<file path="config.mk">
export PLATFORM = sky130hd
export DESIGN_NAME = systolic_tile_scheduler
export DESIGN_NICKNAME = d
export VERILOG_FILES = /design/src/rtl/systolic_tile_scheduler.sv
export SDC_FILE = /design/constraint.sdc
export NUM_CORES = 1
export LEC_CHECK = 0
export ABC_AREA = 0
export BUFFER_PORTS_ARGS = -buffer_cell sky130_fd_sc_hd__clkbuf_2
export CAP_MARGIN = 20
export CORE_ASPECT_RATIO = 0.7
export CORE_MARGIN = 2
export CORE_UTILIZATION = 50
export CTS_CLUSTER_DIAMETER = 200
export DETAILED_ROUTE_END_ITERATION = 6
export PLACE_DENSITY = 0.85
export SYNTH_ARGS = -nofsm -noshare
export SYNTH_HDL_FRONTEND = slang
export SYNTH_SLANG_ARGS = --single-unit
</file>
<file path="constraint.sdc">
create_clock -name clk -period 3.3 [get_ports clk]
set_input_delay 0.33 -clock clk [delete_from_list [all_inputs] [get_ports clk]]
set_output_delay 0.33 -clock clk [all_outputs]
set_load 0.1 [all_outputs]
</file>
<file path="src/rtl/systolic_tile_scheduler.sv">
// Tile sequencer for a PEX x PEY systolic array: operand RAM reads, diagonal skew, start/done.
module systolic_tile_scheduler #(
    parameter int unsigned DATA_W = 16,
    parameter int unsigned PEX    = 4,
    parameter int unsigned PEY    = 4,
    parameter int unsigned PE_LAT = 1,
    parameter int unsigned K_W    = 16
) (
    input  logic                  clk,
    input  logic                  rst_n,
    input  logic                  cmd_valid,
    output logic                  cmd_ready,
    input  logic [K_W-1:0]        cmd_k_len,
    input  logic                  abort,
    output logic                  busy,
    output logic                  a_rd_en,
    output logic [K_W-1:0]        a_rd_addr,
    input  logic [PEX*DATA_W-1:0] a_rd_data,
    output logic                  b_rd_en,
    output logic [K_W-1:0]        b_rd_addr,
    input  logic [PEY*DATA_W-1:0] b_rd_data,
    output logic                  start_tile,
    output logic [PEX*DATA_W-1:0] a_feed,
    output logic [PEX-1:0]        a_feed_valid,
    output logic [PEY*DATA_W-1:0] b_feed,
    output logic [PEY-1:0]        b_feed_valid,
    output logic                  done
);

    localparam int unsigned DRAIN_LEN = PEX + PEY + PE_LAT - 1;
    localparam int unsigned DRAIN_W   = (DRAIN_LEN > 1) ? $clog2(DRAIN_LEN) : 1;

    typedef enum logic [2:0] {
        S_IDLE  = 3'd0,
        S_START = 3'd1,
        S_FEED  = 3'd2,
        S_DRAIN = 3'd3,
        S_DONE  = 3'd4
    } state_t;

    state_t             state;
    state_t             state_nxt;
    logic [K_W-1:0]     k_len;
    logic [K_W-1:0]     rd_addr;
    logic [K_W-1:0]     rd_addr_nxt;
    logic [DRAIN_W-1:0] drain_cnt;
    logic               rd_en_q;
    logic               rd_vld;
    logic               start_q;
    logic               done_q;
    logic               ready_q;
    logic               busy_q;
    logic               flush;

    // abort only acts on an active tile
    assign flush = abort && (state != S_IDLE);

    // next-state and read-address selection; abort overrides every transition
    always_comb begin
        state_nxt   = state;
        rd_addr_nxt = '0;
        case (state)
            S_IDLE:  if (cmd_valid) state_nxt = (cmd_k_len == '0) ? S_DONE : S_START;
            S_START: state_nxt = S_FEED;
            S_FEED:  if (rd_addr == k_len - K_W'(1)) state_nxt = S_DRAIN;
            S_DRAIN: if (drain_cnt == DRAIN_W'(DRAIN_LEN - 1)) state_nxt = S_DONE;
            S_DONE:  state_nxt = S_IDLE;
            default: state_nxt = S_IDLE;
        endcase
        if (flush) state_nxt = S_IDLE;
        if (state_nxt == S_FEED) rd_addr_nxt = (state == S_FEED) ? rd_addr + K_W'(1) : '0;
    end

    // state register, counters and registered control outputs
    always_ff @(posedge clk or negedge rst_n) begin
        if (!rst_n) begin
            state     <= S_IDLE;
            k_len     <= '0;
            rd_addr   <= '0;
            drain_cnt <= '0;
            rd_en_q   <= 1'b0;
            rd_vld    <= 1'b0;
            start_q   <= 1'b0;
            done_q    <= 1'b0;
            ready_q   <= 1'b1;
            busy_q    <= 1'b0;
        end else begin
            state     <= state_nxt;
            if (state == S_IDLE && cmd_valid) k_len <= cmd_k_len;
            rd_addr   <= rd_addr_nxt;
            drain_cnt <= (state == S_DRAIN && state_nxt == S_DRAIN) ? drain_cnt + DRAIN_W'(1) : '0;
            rd_en_q   <= (state_nxt == S_FEED);
            rd_vld    <= flush ? 1'b0 : rd_en_q;
            start_q   <= (state_nxt == S_START);
            done_q    <= (state_nxt == S_DONE);
            ready_q   <= (state_nxt == S_IDLE);
            busy_q    <= (state_nxt != S_IDLE);
        end
    end

    assign cmd_ready  = ready_q;
    assign busy       = busy_q;
    assign a_rd_en    = rd_en_q;
    assign b_rd_en    = rd_en_q;
    assign a_rd_addr  = rd_addr;
    assign b_rd_addr  = rd_addr;
    assign start_tile = start_q;
    // a same-cycle abort in DONE cancels the pulse
    assign done       = done_q & ~abort;

    // row r of A is delayed by r flops; invalid lanes carry zero
    for (genvar r = 0; r < PEX; r++) begin : g_a
        logic [DATA_W-1:0] lane_in;
        assign lane_in = rd_vld ? a_rd_data[r*DATA_W +: DATA_W] : '0;
        if (r == 0) begin : g_direct
            assign a_feed[DATA_W-1:0] = lane_in;
            assign a_feed_valid[0]    = rd_vld;
        end else begin : g_dly
            logic [DATA_W-1:0] dly [r];
            logic [r-1:0]      vdly;
            // skew shift register, flushed on abort
            always_ff @(posedge clk or negedge rst_n) begin
                if (!rst_n) begin
                    for (int s = 0; s < r; s++) dly[s] <= '0;
                    vdly <= '0;
                end else if (flush) begin
                    for (int s = 0; s < r; s++) dly[s] <= '0;
                    vdly <= '0;
                end else begin
                    dly[0]  <= lane_in;
                    vdly[0] <= rd_vld;
                    for (int s = 1; s < r; s++) begin
                        dly[s]  <= dly[s-1];
                        vdly[s] <= vdly[s-1];
                    end
                end
            end
            assign a_feed[r*DATA_W +: DATA_W] = dly[r-1];
            assign a_feed_valid[r]            = vdly[r-1];
        end
    end

    // column c of B is delayed by c flops; invalid lanes carry zero
    for (genvar c = 0; c < PEY; c++) begin : g_b
        logic [DATA_W-1:0] lane_in;
        assign lane_in = rd_vld ? b_rd_data[c*DATA_W +: DATA_W] : '0;
        if (c == 0) begin : g_direct
            assign b_feed[DATA_W-1:0] = lane_in;
            assign b_feed_valid[0]    = rd_vld;
        end else begin : g_dly
            logic [DATA_W-1:0] dly [c];
            logic [c-1:0]      vdly;
            // skew shift register, flushed on abort
            always_ff @(posedge clk or negedge rst_n) begin
                if (!rst_n) begin
                    for (int s = 0; s < c; s++) dly[s] <= '0;
                    vdly <= '0;
                end else if (flush) begin
                    for (int s = 0; s < c; s++) dly[s] <= '0;
                    vdly <= '0;
                end else begin
                    dly[0]  <= lane_in;
                    vdly[0] <= rd_vld;
                    for (int s = 1; s < c; s++) begin
                        dly[s]  <= dly[s-1];
                        vdly[s] <= vdly[s-1];
                    end
                end
            end
            assign b_feed[c*DATA_W +: DATA_W] = dly[c-1];
            assign b_feed_valid[c]            = vdly[c-1];
        end
    end

endmodule
</file>
==> metrics.md <==
| Metric | Value |
|---|---|
| Vias per inst | 4.89 |
| R2R cell count | 7 |
| Status | finished, final reports clean |
| Worst-Margin Slew | between 0.7 and 0.8 ns |
| TritonRoute pass-1 iters | 5 |
| Routed via count | ~6400 |
| Antenna cells | 0 |
| Minimum clock period | approximately 2.9 ns |
| Fraction of registers with async set/reset | 100% |
| Total track usage | a little over a fifth |
| # Post-CTS Setup Buffers | 0 |
| Max Slew Vio Count | 0 |
| CTS Sinks | between 200 and 250 |
| Tightest Hold Check Type | primary input to register |
| Synth cell types | 46 |
| Largest family of logic cells by synthesized area | simple AND/OR/NAND/NOR gates |
| DRC | 0 |
| CP max stage cell | nor4_4 |
| DP Wirelength | about 15000 um |
| Core Region | around 19000 um^2 |
| Root Driver | clkbuf_16 |
| Rel. slew slack | roughly half |
| Seq/Total Area, Yosys | around 63% |
| Commonest non-fill, non-tap cell in the layout | clkbuf_2 |
| Layout cells sized above 1 | ~36% |
| Initial Utilization | between 50% and 60% |
| Smallest hold slack | 0.0459 ns |
| Reg2Reg Capture Point | a_rd_en |
| Clock skew | between 0.01 and 0.015 ns |
| Crit path kind | register to register |
| Crit path cell chain | nor4_4, nand4_2, or4_1, a2111oi_2, and3_1, buf_4, nor3_1 |
| Syn_area_per_cell | around 12 um^2 |
| Max Clk Rate | 348 MHz |
| Vias in the first global route | roughly 6100 |
| CTS tree | done |
| Clock input transition at the sequential cells of the worst setup and hold paths | 0.06 ns |
| Critical path launch point type | register |
| Chip height | roughly 120 um |
| Antenna-violating nets left | 0 |
| Area grow syn2layout | 20.3% |
| Chip width | about 170 um |
| Number of DRC markers in iteration 0 | ~520 |
| Worst r2r src | k_len[2] |
| Initial antenna violation count | 0 |
| WP data required | 3.66 ns |
| Crit path max fanout | 17 |
| Num rows | 42 |
| Yosys warns | 0 |
| Largest net degree at the start of global routing | 197 |
| Final wirelength | 21200 um |
| Mapped cell area | ~9500 um^2 |
| First-pass GRT wire length | 33100 um |
| Die Area | just over 20000 um^2 |
| EDFF count, synth | 0 |
| Register-to-Register Setup Slack | between 0.4 and 0.5 ns |
| Grt ovf | 0 |
| Post-synthesis xor/xnor area fraction | 3.21% |
| Final Power | slightly above 9 mW |
| Slowest stage delay, CP | 0.56 ns |
| CTS Buf Count | 23 |
| Setup violation total in the final timing report | 0 |
| Setup crit end kind | register |
| Tcrit/Tclk final | 87.1% |
| RSZ-0062 raised after global routing | false |
| FF+latch count, synth | 239 |
| Post-Synth Adder-Cell Area | less than 1% |
| CTS Buffer Depth | 3 |
| Final hold violation count | 0 |
| Number of port buffers | about 320 |
| Leakage | approximately 6.7 nW |
| Syn_nets | 969 |
| CP Depth | 7 |
| Max Cap Violations | 0 |
| Nets | approximately 1200 |
| Most frequent cells in the layout | clkbuf_2 (320), dfrtp_1 (237), and2_1 (138) |
| Drt wl/cell | roughly 16 um |
| H-tree levels | 1 |
| Worst Setup SP | k_len[2] |
| Synth Area in Simple Gates | between 20% and 30% |
| Io pins | ~320 |
| Post-synthesis mux area share | 0% |
| Worst IR drop on VDD | about 0.0011 V |
| Crit path buffers/inverters | 1 |
| Predominant post-synthesis flop cell | dfrtp_1 |
| Top delay family on crit path | simple AND/OR/NAND/NOR gates |
| Pwr dens | roughly 800 nW/um^2 |
| Cells after Synth | 817 |
| Compound-gate portion of the synthesized area | around 1.7% |
| Worst-skew pair later-pin latency | approximately 0.50 ns |
| Setup crit end | a_rd_en |
| Setup TNS Final | 0 ns |
| Arr. time, crit path | 3.23 ns |
| RD Place Congestion | a little under 0.9 |
layer usage:
| metal | global-route usage, % | part of all wire, % | vias up | wire length, um |
|---|---|---|---|---|
| met2 | 30.8 | 45 | 219 | 9630 |
| met1 | 31.6 | 46 | 3090 | 9710 |
| li1 | - | - | 3008 | - |
| met5 | 0 | 0 | - | 0 |
| met4 | 5.29 | 2.3 | 0 | 482 |
| met3 | 4.55 | 6.6 | 41 | 1410 |
flip-flops by register name, indices dropped and copies added, names as in the netlist:
| name | cells |
|---|---|
| g_a.g_dly.dly | 64 |
| g_b.g_dly.dly | 64 |
| a_feed | 32 |
| b_feed | 32 |
| a_rd_addr | 16 |
| k_len | 16 |
| drain_cnt | 3 |
| state | 3 |
| g_b.g_dly.vdly | 2 |
| a_rd_en | 1 |
| busy | 1 |
| cmd_ready | 1 |
| done_q | 1 |
| g_a.g_dly.vdly | 1 |
| rd_vld | 1 |
| start_tile | 1 |
timing repair:
action,4_1_cts,5_1_grt
hold endpoints to repair,83,0
hold buffers,1,0
gates resized for setup,0,0
report_power, final:
group	internal (mW)	switching [mW]
combinational	0.629	2.41
clock	1.48	1.07
sequential	3.31	0.251
how the worst min path moves through the flow:
stage / from / end / slack, ns / cells after the start
floorplan: rst_n / a_feed[32] / 0.03 / 0
global placement: rst_n / a_feed[44] / 0.37 / 1
detailed placement: rst_n / g_a[1].g_dly.dly[2] / 0.37 / 1
CTS: cmd_k_len[8] / k_len[8] / 0.03 / 3
global route: cmd_k_len[8] / k_len[8] / 0.04 / 3
finish: cmd_k_len[8] / k_len[8] / 0.05 / 3
final cells by class:
type                       instances  area, um^2
fill                            1457        7330
inverter                           6        22.5
clock inverter                     7        70.1
clock buffer                      33         663
tap                              242         303
multi-input combinational        441        2710
timing repair buffer             331        1730
sequential                       239        5980
tightest hold or removal path, delay by kind of cell:
family | cells | cell delay (ns)
buffers and inverters | 1 | 0.09
AND/OR/NAND/NOR | 2 | 0.09
kinds of logic (layout without fill, tap and decap cells):
kind of cell,count (synthesis),count (layout)
buffers and inverters,137,377
xor gates and xnor gates,35,35
adders and majority gates,4,4
and+or+nand+nor,380,380
DFF,239,239
AOI/OAI and AO/OA,22,22
synth_stat cells (7+ instances only):
cell type  number  area, um^2
xnor2_1        18         158
nand4_1         9        56.3
and2_1        138         863
clkbuf_1       41         154
and3_1         98         613
dfrtp_1       238        5960
o21ai_0         7        35.0
xor2_1         17         149
nor2b_1         7        43.8
buf_4          87         653
nor2_1         25        93.8
nand2_1        68         255
nor4_1          7        43.8
stage by stage:
stage	cell area, um^2	instances	utilization [%]	setup slack (ns)
final	11500	1299	61.0	0.427
after floorplan	9540	817	-	0.702
after detailed placement	10700	1258	57.1	0.490
after CTS	11500	1299	61.0	0.470
after global routing	11500	1299	61.0	0.334
after global placement	10700	1258	57.1	0.532
(Power assumes the default switching activity.)
